<file path="src/rtl/gate_tester.sv">
// Stimulus/capture wrapper for the AND/OR/NOT gate block: walks all four
// A/B patterns, holds each for DWELL cycles and records per-pattern faults.
module gate_tester #(
    parameter int DWELL = 40,
    parameter int CNT_W = 8
) (
    input  logic       iClk,
    input  logic       iRst,
    input  logic       iStart,
    input  logic       iAnd,
    input  logic       iOr,
    input  logic       iNot,
    output logic       oA,
    output logic       oB,
    output logic       oBusy,
    output logic       oDone,
    output logic       oPass,
    output logic [3:0] oFailVec,
    output logic [2:0] oErrCnt
);

    typedef enum logic [1:0] {IDLE, DRIVE, DONE} state_t;

    localparam logic [CNT_W-1:0] LAST = CNT_W'(DWELL - 1);

    state_t           state, stateNxt;
    logic [1:0]       idx, idxNxt;
    logic [CNT_W-1:0] cnt, cntNxt;
    logic             aNxt, bNxt, busyNxt, doneNxt, passNxt;
    logic [3:0]       failNxt;
    logic [2:0]       errNxt;
    logic             lastCycle;
    logic             mismatch;

    assign lastCycle = (cnt == LAST);

    // oA/oB always hold the pattern for idx while driving
    assign mismatch = (iAnd != (oA & oB)) ||
                      (iOr  != (oA | oB)) ||
                      (iNot != ~oA);

    always_comb begin
        stateNxt = state;
        idxNxt   = idx;
        cntNxt   = cnt;
        aNxt     = oA;
        bNxt     = oB;
        busyNxt  = oBusy;
        doneNxt  = oDone;
        passNxt  = oPass;
        failNxt  = oFailVec;
        errNxt   = oErrCnt;
        unique case (state)
            IDLE, DONE: begin
                if (iStart) begin
                    stateNxt = DRIVE;
                    idxNxt   = 2'd0;
                    cntNxt   = '0;
                    failNxt  = 4'd0;
                    errNxt   = 3'd0;
                    doneNxt  = 1'b0;
                    passNxt  = 1'b0;
                    busyNxt  = 1'b1;
                    aNxt     = 1'b0;
                    bNxt     = 1'b0;
                end
            end
            DRIVE: begin
                cntNxt = cnt + 1'b1;
                if (lastCycle) begin
                    if (mismatch) begin
                        failNxt[idx] = 1'b1;
                        errNxt       = oErrCnt + 3'd1;
                    end
                    cntNxt = '0;
                    if (idx == 2'd3) begin
                        stateNxt = DONE;
                        idxNxt   = 2'd0;
                        busyNxt  = 1'b0;
                        doneNxt  = 1'b1;
                        passNxt  = (failNxt == 4'd0);
                        aNxt     = 1'b0;
                        bNxt     = 1'b0;
                    end else begin
                        idxNxt = idx + 2'd1;
                        aNxt   = idxNxt[0];
                        bNxt   = idxNxt[1];
                    end
                end
            end
            default: stateNxt = IDLE;
        endcase
    end

    always_ff @(posedge iClk or posedge iRst) begin
        if (iRst) begin
            state    <= IDLE;
            idx      <= 2'd0;
            cnt      <= '0;
            oA       <= 1'b0;
            oB       <= 1'b0;
            oBusy    <= 1'b0;
            oDone    <= 1'b0;
            oPass    <= 1'b0;
            oFailVec <= 4'd0;
            oErrCnt  <= 3'd0;
        end else begin
            state    <= stateNxt;
            idx      <= idxNxt;
            cnt      <= cntNxt;
            oA       <= aNxt;
            oB       <= bNxt;
            oBusy    <= busyNxt;
            oDone    <= doneNxt;
            oPass    <= passNxt;
            oFailVec <= failNxt;
            oErrCnt  <= errNxt;
        end
    end

endmodule

</file>
<file path="config.mk">
export PLATFORM = sky130hd
export DESIGN_NAME = gate_tester
export DESIGN_NICKNAME = d
export VERILOG_FILES = /design/src/rtl/gate_tester.sv
export SDC_FILE = /design/constraint.sdc
export NUM_CORES = 1
export LEC_CHECK = 0
export CAP_MARGIN = 5
export CORE_ASPECT_RATIO = 0.9
export CORE_MARGIN = 2
export CORE_UTILIZATION = 52
export DETAILED_ROUTE_END_ITERATION = 7
export PLACE_DENSITY = 0.74
export SLEW_MARGIN = 20
export SYNTH_ARGS = -nofsm -noshare
export SYNTH_HDL_FRONTEND = slang
export SYNTH_SLANG_ARGS = --single-unit
</file>
<file path="constraint.sdc">
create_clock -name iClk -period 2 [get_ports iClk]
set_input_delay 0.2 -clock iClk [delete_from_list [all_inputs] [get_ports iClk]]
set_output_delay 0.2 -clock iClk [all_outputs]
set_load 0.01 [all_outputs]
</file>
==> results.json <==
{
  "cp.arrival_ps": 1990,
  "drv_slew": 0,
  "ys_seq_elements": 22,
  "powerDensity_mw_per_mm2": 1100,
  "finClkSkew_ps": 7.53,
  "ys_seq_area_share_pct": 47.1,
  "h-tree-depth": 1,
  "die_area_mm2": 0.00265,
  "start_util_pct": 54.1,
  "fp.dieW_um": 54.0,
  "hp-class": "primary input to asynchronous set/reset pin",
  "io_buffers": 17,
  "pin_count": 18,
  "rsz0062_at_grt": "false",
  "die_height_um": 49.0,
  "antenna_left": 0,
  "clk_latency_ps": 300,
  "syn_to_final_growth_pct": 19.5,
  "grt_pass1_vias": 829,
  "overflow": 0,
  "layout.area.seq_um2": 551,
  "grtUsageMet3_pct": 6.75,
  "fin_setup_tns_ps": 0,
  "hpwl_mm": 1.66,
  "relSlewSlack_pct": 72.4,
  "cts_root_buf": "clkbuf_4",
  "grt_antenna_before_repair": 0,
  "cts_made_buffers": 3,
  "core-area_mm2": 0.00216,
  "drtIter0Drc": 18,
  "synth_edf_count": 0,
  "crit_path_end_kind": "register",
  "reg2reg_depth": 6,
  "start_kind": "register",
  "required_ps": 2230,
  "drt_wl_total_mm": 2.25,
  "ys_warn_count": 0,
  "tightest_slew_ps": 414,
  "clock-sinks": 22,
  "multi_input_area_um2": 579,
  "synth.avg_cell_area_um2": 10.4,
  "setup_viol": 0,
  "post_cts_buffers": 0,
  "nets": 148,
  "first_pass_iters": 4,
  "post-route-period-util_pct": 88.0,
  "gr-max-usage-layer": "met2",
  "grt_first_pass_wirelength_mm": 3.78,
  "leakagePower_nw": 0.627,
  "vias": 875,
  "rows": 16,
  "p_total_w": 0.00154,
  "synth_top_flop_cell": "dfrtp_1",
  "async_reset_ff_share_pct": 100,
  "clk_pin_slew_ps": 120,
  "grt_use_met2_pct": 29.9,
  "finalWorstPathRequiredPeriod_ps": 1760,
  "ys_types": 34,
  "vias_per_cell": 5.50,
  "drc": 0,
  "postCtsHoldBufs": 0,
  "post_cts_resized": 0,
  "synth_area_mm2": 0.00117,
  "grt_max_degree": 23,
  "hold_viol_final": 0,
  "cts_tree": "yes",
  "crit_type": "register to register",
  "drive_gt1_share_pct": 10.6,
  "critPathMaxFanout": 10,
  "place.gp.congestion": 0.884,
  "grt_usage_pct": 19.4,
  "ir_drop_mv": 0.781,
  "fin_cells": 159,
  "clock_path_buffers": 2,
  "num-fill-cells": 178,
  "maxCapViolCount": 0,
  "detail_route.wl_per_cell_um": 14.1,
  "use_met1_pct": 27.3,
  "dp_cells": 156,
  "clock.fmax_mhz": 568,
  "diodes": 0,
  "outcome": "finished, final reports clean",
  "synthCells": 112,
  "rrSetupSlack_ps": 240,
  "syn_nets": 126
}
cells in the mapped netlist, drive strengths merged (3+ instances only):
cell   count  area share (%)
ha         8             8.6
nand4      3             1.6
nand3      3             2.4
nor2      11             3.5
dfrtp     22              47
buf        3             1.8
and3       3             2.0
nand2     10             3.2
inv        5             1.6
o21ai      7             3.0
a31oi      5             2.7
a21oi      6             2.6
xor2       4             3.0
cells in the final DEF, fill, tap and decap left out, types with 3 or more instances in the layout:
cell             Yosys  final
nor2_1              11     11
nand4_1              3      3
a21oi_1              6      6
clkbuf_4             0      3
o21ai_0              6      6
clkdlybuf4s50_1      0     17
ha_1                 8      8
dfrtp_1             22     22
a31oi_1              5      5
buf_4                0      3
nand2_1             10     10
xor2_1               4      4
inv_1                5      5
per-layer routing:
metal  part of all wire [%]  up-vias
li1                       -      440
met1                     47      416
met2                     48       19
met3                    5.3        0
met4                      0        0
met5                      0        -
cell families (layout without fill, tap and decap cells):
logic type / after synthesis / count (layout) / share of synthesized area (%)
compound gates: 26 / 26 / 14.7
xor+xnor: 5 / 5 / 3.74
fa+ha+maj: 8 / 8 / 8.56
buf+inv: 8 / 28 / 3.42
flops: 22 / 22 / 47.1
mux: 3 / 3 / 2.67
simple gates: 40 / 40 / 19.9
power by group:
part           switching, W  internal (W)
Combinational      0.000287      0.000311
Clock              0.000125     0.0000703
Sequential         0.000170      0.000576
worst paths after layout:
check | to | start
min reg2reg | oBusy | oBusy
max reg2reg | oErrCnt[2] | oA
max in group asynchronous | oErrCnt[1] | iRst
min in group iClk | oBusy | oBusy
max | oErrCnt[2] | oA
min | state[1] | iRst
cell type report:
type	instances	area share, %
Clock buffer	3	1.61
Inverter	5	1.34
Multi-Input combinational cell	82	41.5
Sequential cell	22	39.4
Tap cell	27	2.42
Timing Repair Buffer	20	13.8
metrics by stage:
stage | util [%] | setup WS (ps) | cell area, um2 | hold slack [ps]
2_1_floorplan | - | 402 | 1170 | 189
3_3_place_gp | 63.6 | 356 | 1380 | 457
3_5_place_dp | 63.6 | 279 | 1380 | 467
4_1_cts | 64.6 | 251 | 1400 | 217
5_1_grt | 64.6 | 114 | 1400 | 261
6_report | 64.6 | 241 | 1400 | 216
flip-flops by register name (all words and copies together) (netlist names):
register / cells
cnt: 8
oFailVec: 4
oErrCnt: 3
state: 2
idx: 1
oA: 1
oBusy: 1
oDone: 1
oPass: 1
critical path, cell delays in order, from the launching register on:
cell,delay [ps]
dfrtp_1,490
inv_1,140
ha_1,230
xor2_1,230
nand3_4,170
a31o_2,280
a21oi_1,130
Power figures use the tool's default switching activity.
